[src/rtl/arp_rx.sv]
// Receive-side ARP payload parser: validates the frame, triggers replies to requests for our IP,
// and publishes learned IP/MAC pairs. Optional macro ARP_RX_GRATUITOUS_EN enables gratuitous learning.
module arp_rx #(
   parameter logic [31:0] P_SRC_IP = {8'd192, 8'd168, 8'd10, 8'd1}
) (
   input  logic        i_clk,
   input  logic        i_rst,
   input  logic [31:0] i_src_ip,
   input  logic        i_src_ip_valid,
   input  logic [7:0]  i_mac_data,
   input  logic        i_mac_valid,
   input  logic        i_mac_last,
   output logic        o_trig_reply,
   output logic [47:0] o_reply_mac,
   output logic [31:0] o_dst_ip,
   output logic        o_dst_ip_valid,
   output logic [31:0] o_learn_ip,
   output logic [47:0] o_learn_mac,
   output logic        o_learn_valid
);

   logic [5:0]  cnt_q, cnt_d;
   logic [31:0] local_ip_q, local_ip_d;
   logic [15:0] htype_q, htype_d;
   logic [15:0] ptype_q, ptype_d;
   logic [7:0]  hlen_q, hlen_d;
   logic [7:0]  plen_q, plen_d;
   logic [15:0] op_q, op_d;
   logic [47:0] sha_q, sha_d;
   logic [31:0] spa_q, spa_d;
   logic [31:0] tpa_q, tpa_d;

   logic        trig_q, trig_d;
   logic        learn_valid_q, learn_valid_d;
   logic [47:0] reply_mac_q, reply_mac_d;
   logic [31:0] dst_ip_q, dst_ip_d;
   logic [31:0] learn_ip_q, learn_ip_d;
   logic [47:0] learn_mac_q, learn_mac_d;

   logic frame_end, fmt_ok, for_us, is_req, is_rep, grat;

   // Byte counter and field capture. Multi-byte fields shift in MSB first, so every
   // field is completely rewritten by each frame that reaches it.
   always_comb begin
      cnt_d   = cnt_q;
      htype_d = htype_q;
      ptype_d = ptype_q;
      hlen_d  = hlen_q;
      plen_d  = plen_q;
      op_d    = op_q;
      sha_d   = sha_q;
      spa_d   = spa_q;
      tpa_d   = tpa_q;
      if (i_mac_valid) begin
         if (cnt_q <= 6'd1)                        htype_d = {htype_q[7:0], i_mac_data};
         else if (cnt_q <= 6'd3)                   ptype_d = {ptype_q[7:0], i_mac_data};
         else if (cnt_q == 6'd4)                   hlen_d  = i_mac_data;
         else if (cnt_q == 6'd5)                   plen_d  = i_mac_data;
         else if (cnt_q <= 6'd7)                   op_d    = {op_q[7:0], i_mac_data};
         else if (cnt_q <= 6'd13)                  sha_d   = {sha_q[39:0], i_mac_data};
         else if (cnt_q <= 6'd17)                  spa_d   = {spa_q[23:0], i_mac_data};
         else if (cnt_q >= 6'd24 && cnt_q <= 6'd27) tpa_d  = {tpa_q[23:0], i_mac_data};

         if (i_mac_last)              cnt_d = 6'd0;
         else if (cnt_q != 6'd63)     cnt_d = cnt_q + 6'd1;
      end
   end

   // Decision uses the *_d fields so a last byte at index 27 still contributes its target-IP byte.
   assign frame_end = i_mac_valid & i_mac_last & (cnt_q >= 6'd27);
   assign fmt_ok    = (htype_d == 16'h0001) & (ptype_d == 16'h0800) &
                      (hlen_d == 8'd6) & (plen_d == 8'd4);
   assign for_us    = (tpa_d == local_ip_q);
   assign is_req    = (op_d == 16'd1);
   assign is_rep    = (op_d == 16'd2);

`ifdef ARP_RX_GRATUITOUS_EN
   assign grat = frame_end & fmt_ok & ~for_us & (spa_d == tpa_d) &
                 (spa_d != local_ip_q) & (is_req | is_rep);
`else
   assign grat = 1'b0;
`endif

   always_comb begin
      local_ip_d    = i_src_ip_valid ? i_src_ip : local_ip_q;
      trig_d        = frame_end & fmt_ok & for_us & is_req;
      learn_valid_d = (frame_end & fmt_ok & for_us & (is_req | is_rep)) | grat;
      reply_mac_d   = trig_d ? sha_d : reply_mac_q;
      dst_ip_d      = trig_d ? spa_d : dst_ip_q;
      learn_mac_d   = learn_valid_d ? sha_d : learn_mac_q;
      learn_ip_d    = learn_valid_d ? spa_d : learn_ip_q;
   end

   always_ff @(posedge i_clk or posedge i_rst) begin
      if (i_rst) begin
         cnt_q         <= '0;
         local_ip_q    <= P_SRC_IP;
         htype_q       <= '0;
         ptype_q       <= '0;
         hlen_q        <= '0;
         plen_q        <= '0;
         op_q          <= '0;
         sha_q         <= '0;
         spa_q         <= '0;
         tpa_q         <= '0;
         trig_q        <= 1'b0;
         learn_valid_q <= 1'b0;
         reply_mac_q   <= '0;
         dst_ip_q      <= '0;
         learn_ip_q    <= '0;
         learn_mac_q   <= '0;
      end else begin
         cnt_q         <= cnt_d;
         local_ip_q    <= local_ip_d;
         htype_q       <= htype_d;
         ptype_q       <= ptype_d;
         hlen_q        <= hlen_d;
         plen_q        <= plen_d;
         op_q          <= op_d;
         sha_q         <= sha_d;
         spa_q         <= spa_d;
         tpa_q         <= tpa_d;
         trig_q        <= trig_d;
         learn_valid_q <= learn_valid_d;
         reply_mac_q   <= reply_mac_d;
         dst_ip_q      <= dst_ip_d;
         learn_ip_q    <= learn_ip_d;
         learn_mac_q   <= learn_mac_d;
      end
   end

   assign o_trig_reply   = trig_q;
   assign o_dst_ip_valid = trig_q;
   assign o_reply_mac    = reply_mac_q;
   assign o_dst_ip       = dst_ip_q;
   assign o_learn_valid  = learn_valid_q;
   assign o_learn_ip     = learn_ip_q;
   assign o_learn_mac    = learn_mac_q;

endmodule

[config.mk]
export PLATFORM = sky130hd
export DESIGN_NAME = arp_rx
export DESIGN_NICKNAME = d
export VERILOG_FILES = /design/src/rtl/arp_rx.sv
export SDC_FILE = /design/constraint.sdc
export NUM_CORES = 1
export LEC_CHECK = 0
export CAP_MARGIN = 20
export CORE_ASPECT_RATIO = 0.8
export CORE_MARGIN = 1
export CORE_UTILIZATION = 42
export CTS_CLUSTER_SIZE = 12
export DETAILED_ROUTE_END_ITERATION = 8
export HOLD_SLACK_MARGIN = 0.03
export PLACE_DENSITY_LB_ADDON = 0.05
export SLEW_MARGIN = 20
export SYNTH_ARGS = -nofsm -noshare
export SYNTH_HDL_FRONTEND = slang
export SYNTH_SLANG_ARGS = --single-unit
[constraint.sdc]
create_clock -name i_clk -period 20.1 [get_ports i_clk]
set_input_delay 4.02 -clock i_clk [delete_from_list [all_inputs] [get_ports i_clk]]
set_output_delay 4.02 -clock i_clk [all_outputs]
set_load 0.02 [all_outputs]
=== Word level (Yosys, flattened, before mapping) ===
Cells that the tools add are included.

* ROM bits: 0
* Bits in latches: 0
* Bits in writable memories: 0
* Output and inout bits: 163
* Bits in registers: 376
* Memories kept: 0

* Multipliers: 0
* Add/sub/neg operators: 1
* Shift operators: 0
* Bitwise gates (word level): 10
* Reductions and logical operators: 3
* Muxes and demuxes: 46
* Divide/modulo/power cells: 0
* Eq/ne operators: 10
* Order comparisons: 8

{| class="wikitable"
|+ Operator list
! operator !! count
|-
| $mux W32 || 17
|-
| $mux W48 || 7
|-
| $mux W16 || 11
|-
| $mux W8 || 9
|-
| $eq A16 B1 Y1 const B || 2
|-
| $eq A32 B32 Y1 || 1
|-
| $eq A16 B12 Y1 const B || 1
|-
| $eq A16 B2 Y1 const B || 1
|-
| $eq A8 B3 Y1 const B || 2
|-
| $eq A6 B3 Y1 const B || 2
|-
| $ge A6 B5 Y1 const B || 2
|-
| $le A6 B5 Y1 const B || 2
|-
| $mux W6 || 2
|-
| $and A1 B1 Y1 || 9
|-
| $add A6 B1 Y6 const B || 1
|-
| $le A6 B1 Y1 const B || 1
|-
| $le A6 B2 Y1 const B || 1
|-
| $le A6 B3 Y1 const B || 1
|-
| $le A6 B4 Y1 const B || 1
|-
| $ne A6 B6 Y1 const B || 1
|-
| $reduce_and A2 Y1 || 1
|-
| $reduce_bool A2 Y1 || 1
|-
| $logic_and A1 B1 Y1 || 1
|-
| $or A1 B1 Y1 || 1
|}

=== Longest topological paths before layout ===
* Word-level depth: 14
* Gate-level depth with buffers: 12
* Gate-level depth less buffers: 9

=== Worst setup path after synthesis ===
OpenSTA, ideal clock, no wires.

* Kind: input-to-reg
* Start point: in i_mac_valid
* End point: reg reply_mac_q[30] (netlist: o_reply_mac[30])
* Buffers on the path: 3
* Cell stages on the path: 10
* Path slack: 12.801 ns
* Arrival: 7.175 ns
* Path through: or4b_1 -> clkbuf_1 -> nor4_2 -> buf_2 -> o21bai_1 -> a211o_1 -> or4_1 -> nor4_2 -> buf_2 -> mux2_2

* Longest elaborated chain between the ends: 8
* Elaborated cells between the ends (all ways): 21
* Those cells by class: eq/ne (6); mux (7); bitwise (8)

{| class="wikitable"
|+ Ends and longest elaborated chain
! element !! line !! RTL
|-
| start: declaration || 11 || <nowiki>input logic i_mac_valid,</nowiki>
|-
| $mux W16 || 54 || <nowiki>if (i_mac_valid) begin</nowiki>
|-
| $eq A16 B1 Y1 or $eq A16 B12 Y1 (tied branches) || 71 || <nowiki>assign fmt_ok = (htype_d == 16'h0001) & (ptype_d == 16'h0800) &</nowiki>
|-
| $and A1 B1 Y1 (2 in a row) || 71 ||
|-
| $and A1 B1 Y1 || 72 || <nowiki>(hlen_d == 8'd6) & (plen_d == 8'd4);</nowiki>
|-
| $and A1 B1 Y1 (3 in a row) || 86 || <nowiki>trig_d = frame_end & fmt_ok & for_us & is_req;</nowiki>
|-
| end signal: assignment || 125 || <nowiki>reply_mac_q <= reply_mac_d;</nowiki>
|-
| end: declaration || 35 || <nowiki>logic [47:0] reply_mac_q, reply_mac_d;</nowiki>
|}

Several ways; a longest one is shown, not always the timed one.
A chain may end at the register's enable or synchronous reset.

=== Worst setup path in the final report ===
* Start point: in i_mac_valid
* End point: reg learn_ip_q[30] (netlist: o_learn_ip[30])

* Longest elaborated chain between the ends: 8
* Elaborated cells between the ends (all ways): 23
* Those cells by class: eq/ne (7); mux (7); bitwise (9)

{| class="wikitable"
|+ Ends and longest elaborated chain
! element !! line !! RTL
|-
| $mux W16 || 54 ||
|-
| $eq A16 B1 Y1 or $eq A16 B12 Y1 (tied branches) || 71 ||
|-
| $and A1 B1 Y1 (2 in a row) || 71 ||
|-
| $and A1 B1 Y1 || 72 ||
|-
| $and A1 B1 Y1 (3 in a row) || 87 || <nowiki>learn_valid_d = (frame_end & fmt_ok & for_us & (is_req | is_rep)) | grat;</nowiki>
|-
| end signal: assignment || 127 || <nowiki>learn_ip_q <= learn_ip_d;</nowiki>
|-
| end: declaration || 37 || <nowiki>logic [31:0] learn_ip_q, learn_ip_d;</nowiki>
|}

Several ways; a longest one is shown, not always the timed one.

==> impl_results.md <==
- IO Port Bufs: 207
- Hold-fix buffers at CTS: 0
- Met3 global-route usage: 5.93%
- Busiest metal layer after global routing: met1
- Synth warn: 0
- Proportion of synthesized area in mux cells: 23.8%
- Vias in the first global route: 9807
- Rel. slew slack: 36.0%
- Setup ws final: 11.27 ns
- Setup violations, final: 0
- Largest family of logic cells by synthesized area: multiplexers
- TritonCTS clock tree: done
- Synth Area in Compound Gates: 3.93%
- Achievable frequency: 113 MHz
- Initial antenna violation count: 0
- Prevailing post-synth register cell: dfrtp_1
- Starting Density: 42.9%
- First-pass GRT wire length: 59300 microns
- Worst Path Arrival: 9.26 ns
- Die ar.: 0.0376 sq mm
- DR pass1 iterations: 4
- Post-Synth Adder-Cell Area: 0.324%
- Layout cells sized above 1: 23.8%
- Ratio of final minimum period to clock period: 43.9%
- Ys async rst share: 100%
- Worst clock skew: 0.0141 ns
- Fin crit period: 8.83 ns
- Setup CP Type: input pin to register
- Filler cell count: 3140
- Routed wire length: 37800 microns
- # DRC: 0
- Post-synth EDFFs: 0
- CP startpoint kind: input pin
- Die height: 174 microns
- Pins over their slew limit: 0
- Status: finished clean
- Dpl ws: 10.71 ns
- Final GP Congestion: 0.847
- PD cells: 89.2 mW/mm^2
- RSZ-0062 raised after global routing: no
- Total GRT Usage: 20.5%
- Syn nets: 1169
- Worst Tran Pin Value: 0.957 ns
- Distinct cells, synth: 62
- Worst-Skew Late Latency: 0.54 ns
- Synth Area in Simple Gates: 7.01%
- Final antenna diode count: 0
- Peak VDD IR: 0.0000539 V
- Detail Route Antenna Nets: 0
- IO Pins: 208
- Setup repair bufs after CTS: 0
- Max Cap Viol: 0
- CTS Root Cell: clkbuf_16
- CTS H-tree depth: 2
- Synth Area per Inst: 13.8 sq um
- Synth Area in XOR/XNOR: 1.64%
- CTS max path bufs: 3
- Hold Crit Class: register to register
- Final #Nets: 1369
- Synth Cell Area: 0.0155 sq mm
- Average wire per cell in the routed design: 20.8 microns
- Cts bufs inserted: 39
- Largest net degree at the start of global routing: 173
- Critical Path End Type: register
- Leakage: 8.96 nW
- Clock Sinks: 376
- Routed via count: 9540
- #FFs+latches synth: 376
- Met1 Use GR: 30.3%
- Final setup TNS: 0 ns
- Worst Path Required: 20.53 ns
- Site Rows: 62
- Layout area overhead: 24.1%
- Worst-path clk slew: 0.06 ns
- Post-DP HPWL: 24700 microns
- Vias per std cell: 5.24
- PostCTS Resize Cnt: 0
- M2 GR Usage: 29.6%
- Sequential area share after synthesis: 60.9%
- Die Wd: 216 microns
- Final Hold Vio Count: 0
- 1st-iter DRT viols: 505
- Synth Instances: 1120
- Core footprint: 0.0361 sq mm
- Total gr overflow: 0
- CP Max Fanout: 56
==> layout by cell type, fill, tap and decap left out, types with 13 or more instances in the layout <==
cell	n
mux2_2	235
clkbuf_16	39
o21ai_0	30
nand2b_1	13
clkdlybuf4s50_1	207
clkbuf_1	13
a21oi_1	13
dfrtp_1	368
nor2_1	17
inv_1	23
nand2_1	81
mux2_1	86
xnor2_1	20
nor4_1	15
nand4_1	15
buf_4	16
==> Yosys cell counts (8+ instances only) <==
cell | number | area [sq um]
a21oi_1 | 13 | 65.1
buf_2 | 17 | 85.1
clkbuf_1 | 40 | 150
dfrtp_1 | 368 | 9210
dfstp_2 | 8 | 210
inv_1 | 24 | 90.1
mux2_1 | 86 | 968
mux2_2 | 235 | 2650
nand2_1 | 81 | 304
nand2b_1 | 13 | 81.3
nand3_1 | 9 | 45.0
nand4_1 | 15 | 93.8
nor2_1 | 17 | 63.8
nor3_1 | 9 | 45.0
nor4_1 | 15 | 93.8
o2111ai_1 | 9 | 78.8
o21ai_0 | 30 | 150
o31ai_1 | 8 | 60.1
xnor2_1 | 20 | 175
xor2_1 | 9 | 78.8
==> cell families after synthesis <==
family          after synthesis
compound gates               91
xor+xnor                     29
fa+ha+maj                     4
simple gates                203
buf+inv                      89
mux                         328
flops                       376
==> metal layers <==
metal | vias to the layer above | wire length, microns
li1 | 4394 | -
met1 | 4891 | 18200
met2 | 201 | 16400
met3 | 54 | 2530
met4 | 0 | 629
met5 | - | 0
==> flip-flops by register name (all words and copies together) (netlist names), 16 cells and up <==
name and flops:
sha_q 48, tpa_q 32, ptype_q 16, o_reply_mac 48, local_ip_q 32, o_learn_ip 32, spa_q 32, op_q 16
o_learn_mac 48, htype_q 16, o_dst_ip 32
==> layout make-up <==
class	instances	area, sq um	area share [%]
clock buffer	57	1090	5.70
sequential	376	9420	49.1
timing repair buffer	224	2210	11.5
inverter	24	97.6	0.509
tap	480	601	3.13
clock inverter	5	43.8	0.228
multi-input combinational	655	5710	29.8
==> critical path, stage by stage <==
cell and delay, ns:
clkdlybuf4s50_1 0.71, or4b_1 0.64, nor3_4 0.79, mux2i_1 0.18
a2111o_1 0.37, or4b_1 0.64, nor4_4 0.28, buf_4 0.41
buf_4 0.73, mux2_2 0.41
==> final timing paths <==
kind,start,endpoint,slack [ns],cells after the start
worst min-delay path,o_learn_mac[40],o_learn_mac[40],0.48,1
worst max-delay path,i_mac_valid,o_learn_ip[30],11.27,10
worst max register to register,cnt_q[5],o_learn_ip[30],14.87,9
worst min register to register,o_learn_mac[40],o_learn_mac[40],0.48,1
max in group asynchronous,i_rst,sha_q[26],13.67,4
min in group asynchronous,i_rst,o_learn_mac[4],4.08,2
==> stage by stage <==
step / util [%] / area [sq um] / total power [mW] / instances / hold WS (ns)
3_3_place_gp: 50.0 / 18000 / 1.05 / 1759 / 0.468
3_5_place_dp: 50.0 / 18000 / 1.06 / 1759 / 0.474
5_1_grt: 53.2 / 19200 / 1.79 / 1821 / 0.499
2_1_floorplan: - / 15500 / 0.999 / 1120 / 0.450
4_1_cts: 53.2 / 19200 / 1.73 / 1821 / 0.487
6_report: 53.2 / 19200 / 1.71 / 1821 / 0.483
==> report_power, final <==
group          total (mW)  internal [mW]  switching [mW]
registers           0.877          0.826          0.0514
logic               0.167         0.0860          0.0808
clock network       0.667          0.376           0.291
No activity file was read; power rests on OpenSTA's default activity.
